### src/rtl/conv_pkg.sv
// Shared types and helpers for the convolution filter-set scheduler.
package conv_pkg;

    localparam int DATA_WIDTH = 16;

    typedef enum logic [2:0] {
        IDLE  = 3'd0,
        LOAD  = 3'd1,
        RUN   = 3'd2,
        DRAIN = 3'd3,
        FIN   = 3'd4
    } state_e;

    // Number of filter sets processed per layer.
    function automatic int sets_of(input int k, input int n_eng);
        return k / n_eng;
    endfunction

endpackage

### src/rtl/conv_filter_scheduler_if.sv
// Engine-control and output-slice handshake bundle between the scheduler and the datapath.
interface conv_filter_scheduler_if #(
    parameter int N_ENG = 2,
    parameter int SET_W = 5
);
    logic             eng_reset;
    logic [SET_W-1:0] filter_set_idx;
    logic [N_ENG-1:0] eng_done;
    logic             out_valid;
    logic             out_ready;

    modport master (
        output eng_reset, filter_set_idx, out_valid,
        input  eng_done, out_ready
    );

    modport slave (
        input  eng_reset, filter_set_idx, out_valid,
        output eng_done, out_ready
    );
endinterface

### src/rtl/conv_done_tracker.sv
// Accumulates per-engine completion for one filter set and counts RUN cycles for the timeout guard.
module conv_done_tracker #(
    parameter int N_ENG   = 2,
    parameter int LAT_MAX = 4096
) (
    input  logic             clk,
    input  logic             reset,
    input  logic             clear,
    input  logic             enable,
    input  logic [N_ENG-1:0] eng_done,
    output logic             all_done,
    output logic             timeout
);
    localparam int CNT_W = (LAT_MAX > 1) ? $clog2(LAT_MAX) : 1;
    localparam logic [CNT_W-1:0] CNT_LAST = CNT_W'(LAT_MAX - 1);

    logic [N_ENG-1:0] done_mask_q, done_mask_d;
    logic [CNT_W-1:0] run_cnt_q, run_cnt_d;

    always_ff @(posedge clk or posedge reset) begin
        if (reset) begin
            done_mask_q <= '0;
            run_cnt_q   <= '0;
        end else begin
            done_mask_q <= done_mask_d;
            run_cnt_q   <= run_cnt_d;
        end
    end

    // A level held high simply re-ORs the same bit, so each engine counts once.
    always_comb begin
        done_mask_d = done_mask_q;
        run_cnt_d   = run_cnt_q;
        if (clear) begin
            done_mask_d = '0;
            run_cnt_d   = '0;
        end else if (enable) begin
            done_mask_d = done_mask_q | eng_done;
            run_cnt_d   = run_cnt_q + CNT_W'(1);
        end
    end

    always_comb begin
        all_done = &(done_mask_q | eng_done);
        timeout  = (run_cnt_q == CNT_LAST);
    end

endmodule

### src/rtl/conv_filter_scheduler.sv
// Steps the convolution engines through K filters in sets of N_ENG, with completion tracking and a RUN timeout.
//   state | meaning
//   IDLE  | engines in reset, waiting for start
//   LOAD  | engines in reset for one cycle while the set index settles
//   RUN   | engines running, collecting eng_done
//   DRAIN | slice presented to writer, waiting for out_ready
//   FIN   | one-cycle done pulse, engines back in reset
module conv_filter_scheduler
    import conv_pkg::*;
#(
    parameter int K       = 64,
    parameter int N_ENG   = 2,
    parameter int LAT_MAX = 4096,
    parameter int SET_W   = ((K / N_ENG) > 1) ? $clog2(K / N_ENG) : 1
) (
    input  logic clk,
    input  logic reset,
    input  logic start,
    output logic busy,
    output logic done,
    output logic timeout_err,
    conv_filter_scheduler_if.master eng_if
);
    localparam int N_SETS = sets_of(K, N_ENG);
    localparam logic [SET_W-1:0] LAST_SET = SET_W'(N_SETS - 1);

    state_e           state_q, state_d;
    logic [SET_W-1:0] filter_set_idx_q, filter_set_idx_d;
    logic             timeout_err_q, timeout_err_d;

    logic trk_clear;
    logic trk_enable;
    logic all_done;
    logic run_timeout;

    conv_done_tracker #(
        .N_ENG   (N_ENG),
        .LAT_MAX (LAT_MAX)
    ) u_done_tracker (
        .clk      (clk),
        .reset    (reset),
        .clear    (trk_clear),
        .enable   (trk_enable),
        .eng_done (eng_if.eng_done),
        .all_done (all_done),
        .timeout  (run_timeout)
    );

    always_ff @(posedge clk or posedge reset) begin
        if (reset) begin
            state_q          <= IDLE;
            filter_set_idx_q <= '0;
            timeout_err_q    <= 1'b0;
        end else begin
            state_q          <= state_d;
            filter_set_idx_q <= filter_set_idx_d;
            timeout_err_q    <= timeout_err_d;
        end
    end

    always_comb begin
        state_d          = state_q;
        filter_set_idx_d = filter_set_idx_q;
        timeout_err_d    = timeout_err_q;
        case (state_q)
            IDLE: begin
                if (start) begin
                    state_d          = LOAD;
                    filter_set_idx_d = '0;
                    timeout_err_d    = 1'b0;
                end
            end
            LOAD: state_d = RUN;
            RUN: begin
                // Completion wins over timeout when both land on the same cycle.
                if (all_done) begin
                    state_d = DRAIN;
                end else if (run_timeout) begin
                    timeout_err_d = 1'b1;
                    state_d       = FIN;
                end
            end
            DRAIN: begin
                if (eng_if.out_ready) begin
                    if (filter_set_idx_q == LAST_SET) begin
                        state_d = FIN;
                    end else begin
                        filter_set_idx_d = filter_set_idx_q + SET_W'(1);
                        state_d          = LOAD;
                    end
                end
            end
            FIN:     state_d = IDLE;
            default: state_d = IDLE;
        endcase
    end

    always_comb begin
        busy                  = (state_q != IDLE);
        done                  = (state_q == FIN);
        timeout_err           = timeout_err_q;
        eng_if.eng_reset      = (state_q == IDLE) || (state_q == LOAD) || (state_q == FIN);
        eng_if.out_valid      = (state_q == DRAIN);
        eng_if.filter_set_idx = filter_set_idx_q;
        trk_clear             = (state_q == LOAD);
        trk_enable            = (state_q == RUN);
    end

endmodule

### src/flat_wrapper.sv
// flat-port wrapper written by rule: the top's interface ports become plain ports
module conv_filter_scheduler_flat import conv_pkg::*;
#(
    parameter int K       = 64,
    parameter int N_ENG   = 2,
    parameter int LAT_MAX = 4096,
    parameter int SET_W   = ((K / N_ENG) > 1) ? $clog2(K / N_ENG) : 1
)
  (clk, reset, start, busy, done, timeout_err, eng_if_eng_reset, eng_if_filter_set_idx, eng_if_out_valid, eng_if_eng_done, eng_if_out_ready);
  conv_filter_scheduler_if #(.N_ENG(N_ENG), .SET_W(SET_W)) eng_if_i ();
  input  logic clk;
  input  logic reset;
  input  logic start;
  output logic busy;
  output logic done;
  output logic timeout_err;
  output wire logic [$bits(eng_if_i.eng_reset)-1:0] eng_if_eng_reset;
  output wire logic [$bits(eng_if_i.filter_set_idx)-1:0] eng_if_filter_set_idx;
  output wire logic [$bits(eng_if_i.out_valid)-1:0] eng_if_out_valid;
  input wire logic [$bits(eng_if_i.eng_done)-1:0] eng_if_eng_done;
  input wire logic [$bits(eng_if_i.out_ready)-1:0] eng_if_out_ready;
  assign eng_if_eng_reset = eng_if_i.eng_reset;
  assign eng_if_filter_set_idx = eng_if_i.filter_set_idx;
  assign eng_if_out_valid = eng_if_i.out_valid;
  assign eng_if_i.eng_done = eng_if_eng_done;
  assign eng_if_i.out_ready = eng_if_out_ready;
  conv_filter_scheduler #(.K(K), .N_ENG(N_ENG), .LAT_MAX(LAT_MAX), .SET_W(SET_W)) u_core (.clk(clk), .reset(reset), .start(start), .busy(busy), .done(done), .timeout_err(timeout_err), .eng_if(eng_if_i));
endmodule
### config.mk
export PLATFORM = sky130hd
export DESIGN_NAME = conv_filter_scheduler_flat
export DESIGN_NICKNAME = d
export VERILOG_FILES = /design/src/rtl/conv_pkg.sv /design/src/rtl/conv_filter_scheduler_if.sv /design/src/rtl/conv_done_tracker.sv /design/src/rtl/conv_filter_scheduler.sv /design/src/flat_wrapper.sv
export SDC_FILE = /design/constraint.sdc
export NUM_CORES = 1
export LEC_CHECK = 0
export ABC_AREA = 1
export BUFFER_PORTS_ARGS = -buffer_cell sky130_fd_sc_hd__buf_4
export CAP_MARGIN = 10
export CORE_ASPECT_RATIO = 0.6
export CORE_MARGIN = 1
export CORE_UTILIZATION = 45
export DETAILED_ROUTE_END_ITERATION = 6
export GPL_ROUTABILITY_DRIVEN = 0
export GPL_TIMING_DRIVEN = 0
export PLACE_DENSITY_LB_ADDON = 0.25
export RECOVER_POWER = 50
export SYNTH_ARGS = -nofsm -noshare
export SYNTH_HDL_FRONTEND = slang
export SYNTH_HIERARCHICAL = 1
export SYNTH_SLANG_ARGS = --single-unit
### constraint.sdc
create_clock -name clk -period 2 [get_ports clk]
set_input_delay 0.1 -clock clk [delete_from_list [all_inputs] [get_ports clk]]
set_output_delay 0.1 -clock clk [all_outputs]
set_load 0.005 [all_outputs]
Word-level counts from Yosys, hierarchy flattened
Index checks and enable logic that the tools add are counted.
- flip-flop bits (word level): 23
- logic and storage cells: 49
- add/subtract/negate cells: 2
- equality and inequality tests: 12
- muxes and demuxes: 18
- bitwise operators: 1
- reductions and logical operators: 11
- operator list (kind ; number):
    2-to-1 mux 12 bit ; 2
    2-to-1 mux 3 bit ; 5
    2-to-1 mux 5 bit ; 3
    adder 12 x 1 -> 12 bit, second input constant ; 1
    == test 12 bit, second input constant ; 1
    case mux 3 bit (4 select lines) ; 1
    case mux 5 bit (2 select lines) ; 1
    inequality test 2 bit, second input constant ; 4
    AND reduction 4 bit ; 2
    == test 3 x 2 -> 1 bit, second input constant ; 2
    nonzero test 2 bit ; 3
    adder 5 x 1 -> 5 bit, second input constant ; 1
    == test 5 bit, second input constant ; 1
    2-to-1 mux 2 bit ; 2
    == test 3 x 1 -> 1 bit, second input constant ; 1
    == test 3 bit, second input constant ; 1
    logical NOT 3 bit ; 1
    2-to-1 mux 1 bit ; 3
    inequality test 3 bit, second input constant ; 1
    AND reduction 3 bit ; 1
    nonzero test 3 bit ; 1
    logical OR 1 bit ; 2
    inequality test 2 x 1 -> 1 bit, second input constant ; 1
    OR 2 bit ; 1
    2 further kinds ; 2

Depth between registers and ports, before layout
- depth in word-level cells: 4
- depth in mapped cells: 10
- mapped depth without buffers: 10

By module
Netlist, hierarchy kept.
- by module, submodules not included (module ; times used ; cells each ; area each (um^2)):
    conv_done_tracker ; 1 ; 102 ; 777.0
    conv_filter_scheduler ; 1 ; 81 ; 609.3

Least setup slack after synthesis
Ideal clock, no wire load.
- path kind: register -> register
- start: register u_core.state_q[2]
- end: register u_core.u_done_tracker.run_cnt_q[8]
- setup time: 0.114 ns
- data arrival time: 1.335 ns
- setup slack: 0.550 ns
- cell stages (with the launch flop): 11
- buffers on the path: 0
- period minus slack after synthesis: 1.450 ns
- path through: dfrtp_1 > nor2_2 > nand2_1 > inv_2 > nor2_4 > nor2_4 > nand2_2 > nor2_2 > nand2_1 > nand2_1 > nor2_1
- word-level cells in the longest chain between the ends: 2
- elaborated cells between the ends (all ways): 4
- ends and longest elaborated chain (element ; line ; text):
    start, declared ; conv_filter_scheduler.sv:27 ; state_e state_q, state_d;
    start signal, assigned ; conv_filter_scheduler.sv:55 ; state_q <= state_d;
    == test 3 x 1 -> 1 bit or == test 3 x 2 -> 1 bit (tied branches) ; conv_filter_scheduler.sv:105, conv_filter_scheduler.sv:106 ;
    2-to-1 mux 12 bit or nonzero test 2 bit (tied branches) ; -- ;
    end signal, assigned ; conv_done_tracker.sv:26 ; run_cnt_q <= run_cnt_d;
    end, declared ; conv_done_tracker.sv:18 ; logic [CNT_W-1:0] run_cnt_q, run_cnt_d;
Parallel ways exist; a longest one is shown, timed or not.
A chain may end at the register's enable or synchronous reset.

Final worst setup path
- start: register u_core.state_q[1]
- end: register u_core.u_done_tracker.run_cnt_q[9]
- word-level cells in the longest chain between the ends: 2
- elaborated cells between the ends (all ways): 4
- ends and longest elaborated chain (element ; line ; text):
    == test 3 x 1 -> 1 bit * ; conv_filter_scheduler.sv:105 ; trk_clear = (state_q == LOAD);
    net u_core.trk_clear ; conv_filter_scheduler.sv:31 ; logic trk_clear;
    2-to-1 mux 12 bit or nonzero test 2 bit (tied branches) ; -- ;
The timed path passes the listed nets; every way through them passes the cells marked *.

==> flow_summary_export.csv <==
group,metric,value,unit
final_layout,finalNetCount,213,
power,pwr-share-clk,0.152,
power,p_seq_frac,0.364,
power,powerDensity,1150,nW/um^2
timing,skew,1.54,ps
grt,overflow,0,
logic_synthesis,synth_area,1390,um^2
clock_network,clockBufferDepth,2,
drt,route.detailed.drc,0,
logic_synthesis,synth-seq-cells,23,
power,power_frac_comb,0.484,
floorplanning,start_util,0.480,
clock_network,clock_latency,260,ps
drt,drtAntennaViolNets,0,
final_layout,diodes,0,
worst_setup_path,critPathKind,"reg2reg",
grt,grt_pass1_wl,4600,um
worst_setup_path,worst-path-buf-inv,2,
flow_run,drv_cap,0,
floorplanning,die_area,3310,um^2
clock_network,root_buffer,"clkbuf_8",
timing,fin_crit_sh,0.841,
place,port_buffers,15,
floorplanning,die_h,45.0,um
clock_network,cts.sinks,23,
timing,rsz0062_at_grt,"false",
worst_setup_path,critPathRequiredTime,2180,ps
min_path,hp-start,"eng_if_eng_done[1]",
timing,setup_violations,0,
grt,antenna_found_initial,0,
floorplanning,io_pins,16,
logic_synthesis,yosysUniqueCellTypes,24,
logic_synthesis,ys_seq_area_frac,0.415,
final_layout,drive_above_1_share,0.202,
clock_network,cts_max_level,1,
worst_setup_path,slowest_stage,"dfrtp_1",
floorplanning,dieWidth,73.7,um
worst_setup_path,crit_family,"flip-flops",
timing,worstMarginPinSlew,574,ps
grt,grt_use_total,0.192,
final_layout,n_fill_cell,273,
logic_synthesis,ys_warn_count,6,
grt,first_global_vias,1002,
worst_setup_path,crit_fanout,7,
worst_setup_path,cp-start-kind,"flop",
worst_setup_path,slowest_delay,460,ps
place,dpl.hpwl,2140,um
clock_network,cts_tree,"built",
worst_setup_path,crit_chain,"inv_1, nand3_1, inv_1, o21ai_0, nor2_1, nand4_1, a21oi_1",
drt,initialDrtViolationCount,83,
timing,max_freq,594,MHz
drt,routedWlPerCell,11.3,um
drt,dr.pass1.iters,4,
power,p_sw,0.000829,W
power,p_leak,0.811,nW
power,p_int,0.00102,W
logic_synthesis,synth_area_per_cell,7.58,um^2
timing,period_minus_slack,1680,ps
clock_network,clk_pin_slew,80,ps
min_path,hold_class,"in2reg",
worst_setup_path,worstSetupStartpoint,"u_core/state_q[1]",
drt,wl,2780,um
timing,setup_tns,0,ps
logic_synthesis,syn_inst,183,
drt,vias_per_cell,4.90,
floorplanning,rows,15,
worst_setup_path,cpMostUsedCell,"inv_1",
worst_setup_path,critical_path_arrival,1870,ps
power,finalPower,0.00185,W
drt,via_count,1200,
timing,drv_slew,0,
power,swShare,0.448,
final_layout,area_growth,15.9,%
logic_synthesis,synth.net_count,192,
floorplanning,core_area,2890,um^2
power,vdd_ir_drop_max,0.657,mV
worst_setup_path,critPathCaptureType,"flop",
run_status,outcome,"finished clean",
clock_network,numCtsBuffers,3,
worst_setup_path,rr_startpoint,"u_core/state_q[1]",
timing,relSlewSlack,0.617,
timing,hold_viol,0,
grt,grt_max_degree,15,
-- stage by stage --
step	setup WS (ps)	std cells	hold WS, ps	utilization	instance area [um^2]
after floorplan	550	183	-72.1	-	1390
after global placement	400	240	104	0.537	1550
after detailed placement	364	240	112	0.537	1550
after CTS	344	245	78.4	0.556	1610
after global routing	170	245	106	0.556	1610
final	318	245	81.0	0.556	1610
-- area by class of cell --
cell class	instances	area (um^2)	share of cell area
plain buffers	1	5.00	0.00312
clock buffers	4	45.0	0.0280
inverters	29	111	0.0693
multi-input cells	130	694	0.432
flip-flops and latches	23	576	0.358
well taps	42	52.6	0.0327
repair buffers	16	123	0.0763
-- final timing paths --
kind / end / slack (ps) / cells after the start
max in group asynchronous: u_core/u_done_tracker/run_cnt_q[4] / 1170 / 3
setup / recovery: u_core/u_done_tracker/run_cnt_q[9] / 320 / 7
hold / removal: u_core/u_done_tracker/done_mask_q[1] / 80 / 3
min in group asynchronous: u_core/eng_if.filter_set_idx[3] / 380 / 3
hold reg to reg: u_core/u_done_tracker/run_cnt_q[4] / 510 / 1
setup reg to reg: u_core/u_done_tracker/run_cnt_q[9] / 320 / 7
-- cell families after synthesis --
logic type,Yosys count,share of synthesized area
DFF,23,0.415
and+or+nand+nor,110,0.410
buffers and inverters,30,0.0839
AOI/OAI and AO/OA,17,0.0641
adders and majority gates,3,0.0271
-- metal layers --
metal	GRT usage	wire length [um]	up-vias
met1	0.284	1540	549
met4	0.0462	12	0
met2	0.279	1070	31
met3	0.0536	154	2
met5	0	0	-
li1	-	-	618
-- state kept, by name, summed over array words and instances (netlist names) --
register	count
u_core/u_done_tracker/done_mask_q	2
u_core/state_q	3
u_core/u_done_tracker/run_cnt_q	12
u_core/eng_if.filter_set_idx	5
u_core/timeout_err	1
-- worst register-to-register path: cells and delay by family (launching register included) --
family / cells / cell delay [ps]
AO/OA/AOI/OAI: 2 / 300
buffers and inverters: 2 / 390
flip-flops: 1 / 460
AND/OR/NAND/NOR: 3 / 450
-- layout by cell type (no fill, tap or decap) --
| master | Yosys | final |
|---|---|---|
| o21a_1 | 1 | 1 |
| nand3_1 | 12 | 12 |
| nand2_2 | 6 | 6 |
| inv_1 | 27 | 27 |
| dlygate4sd3_1 | 0 | 1 |
| nor3_2 | 1 | 1 |
| o21ai_1 | 1 | 1 |
| inv_4 | 1 | 1 |
| clkbuf_8 | 0 | 3 |
| inv_2 | 1 | 1 |
| ha_1 | 3 | 3 |
| nor2_8 | 1 | 1 |
| a21oi_1 | 10 | 10 |
| nor2_4 | 3 | 3 |
| buf_2 | 1 | 1 |
| clkbuf_1 | 0 | 1 |
| nand3b_1 | 3 | 3 |
| o22ai_1 | 1 | 1 |
| clkbuf_4 | 0 | 6 |
| dfrtp_1 | 23 | 23 |
| nor2_2 | 3 | 3 |
| nand2_1 | 40 | 40 |
| nand3_2 | 2 | 2 |
| nor2_1 | 25 | 25 |
| o21ai_0 | 4 | 4 |
| nor3_1 | 5 | 5 |
| nand2_4 | 4 | 4 |
| nand4_1 | 5 | 5 |
| buf_4 | 0 | 9 |
-- timing repair --
item,in CTS,in global routing
hold endpoints to repair,23,0
gates resized for setup,0,0
hold buffers,1,0
buffers inserted,0,0
-- synthesized netlist by cell type --
library cell / count / share of area
o21a_1: 1 / 0.0054
nor3_1: 5 / 0.018
nand2_2: 6 / 0.027
inv_4: 1 / 0.0045
buf_2: 1 / 0.0036
ha_1: 3 / 0.027
inv_1: 27 / 0.073
nor2_2: 3 / 0.014
nor2_1: 25 / 0.068
o21ai_0: 4 / 0.014
nand2_1: 40 / 0.11
nand3b_1: 3 / 0.016
nor2_8: 1 / 0.014
nand3_1: 12 / 0.043
a21oi_1: 10 / 0.036
o21ai_1: 1 / 0.0036
nor3_2: 1 / 0.0072
nand4_1: 5 / 0.023
o22ai_1: 1 / 0.0045
inv_2: 1 / 0.0027
nor2_4: 3 / 0.024
nand2_4: 4 / 0.032
nand3_2: 2 / 0.014
dfrtp_1: 23 / 0.42
-- power by group through the flow --
stage	clock [W]	sequential [W]	combinational (W)
final	0.000282	0.000673	0.000896
after floorplan	0	0.000659	0.000671
after global routing	0.000313	0.000691	0.00100
after CTS	0.000295	0.000672	0.000901
after detailed placement	0	0.000681	0.000895
after global placement	0	0.000677	0.000874
Power figures use the tool's default switching activity.
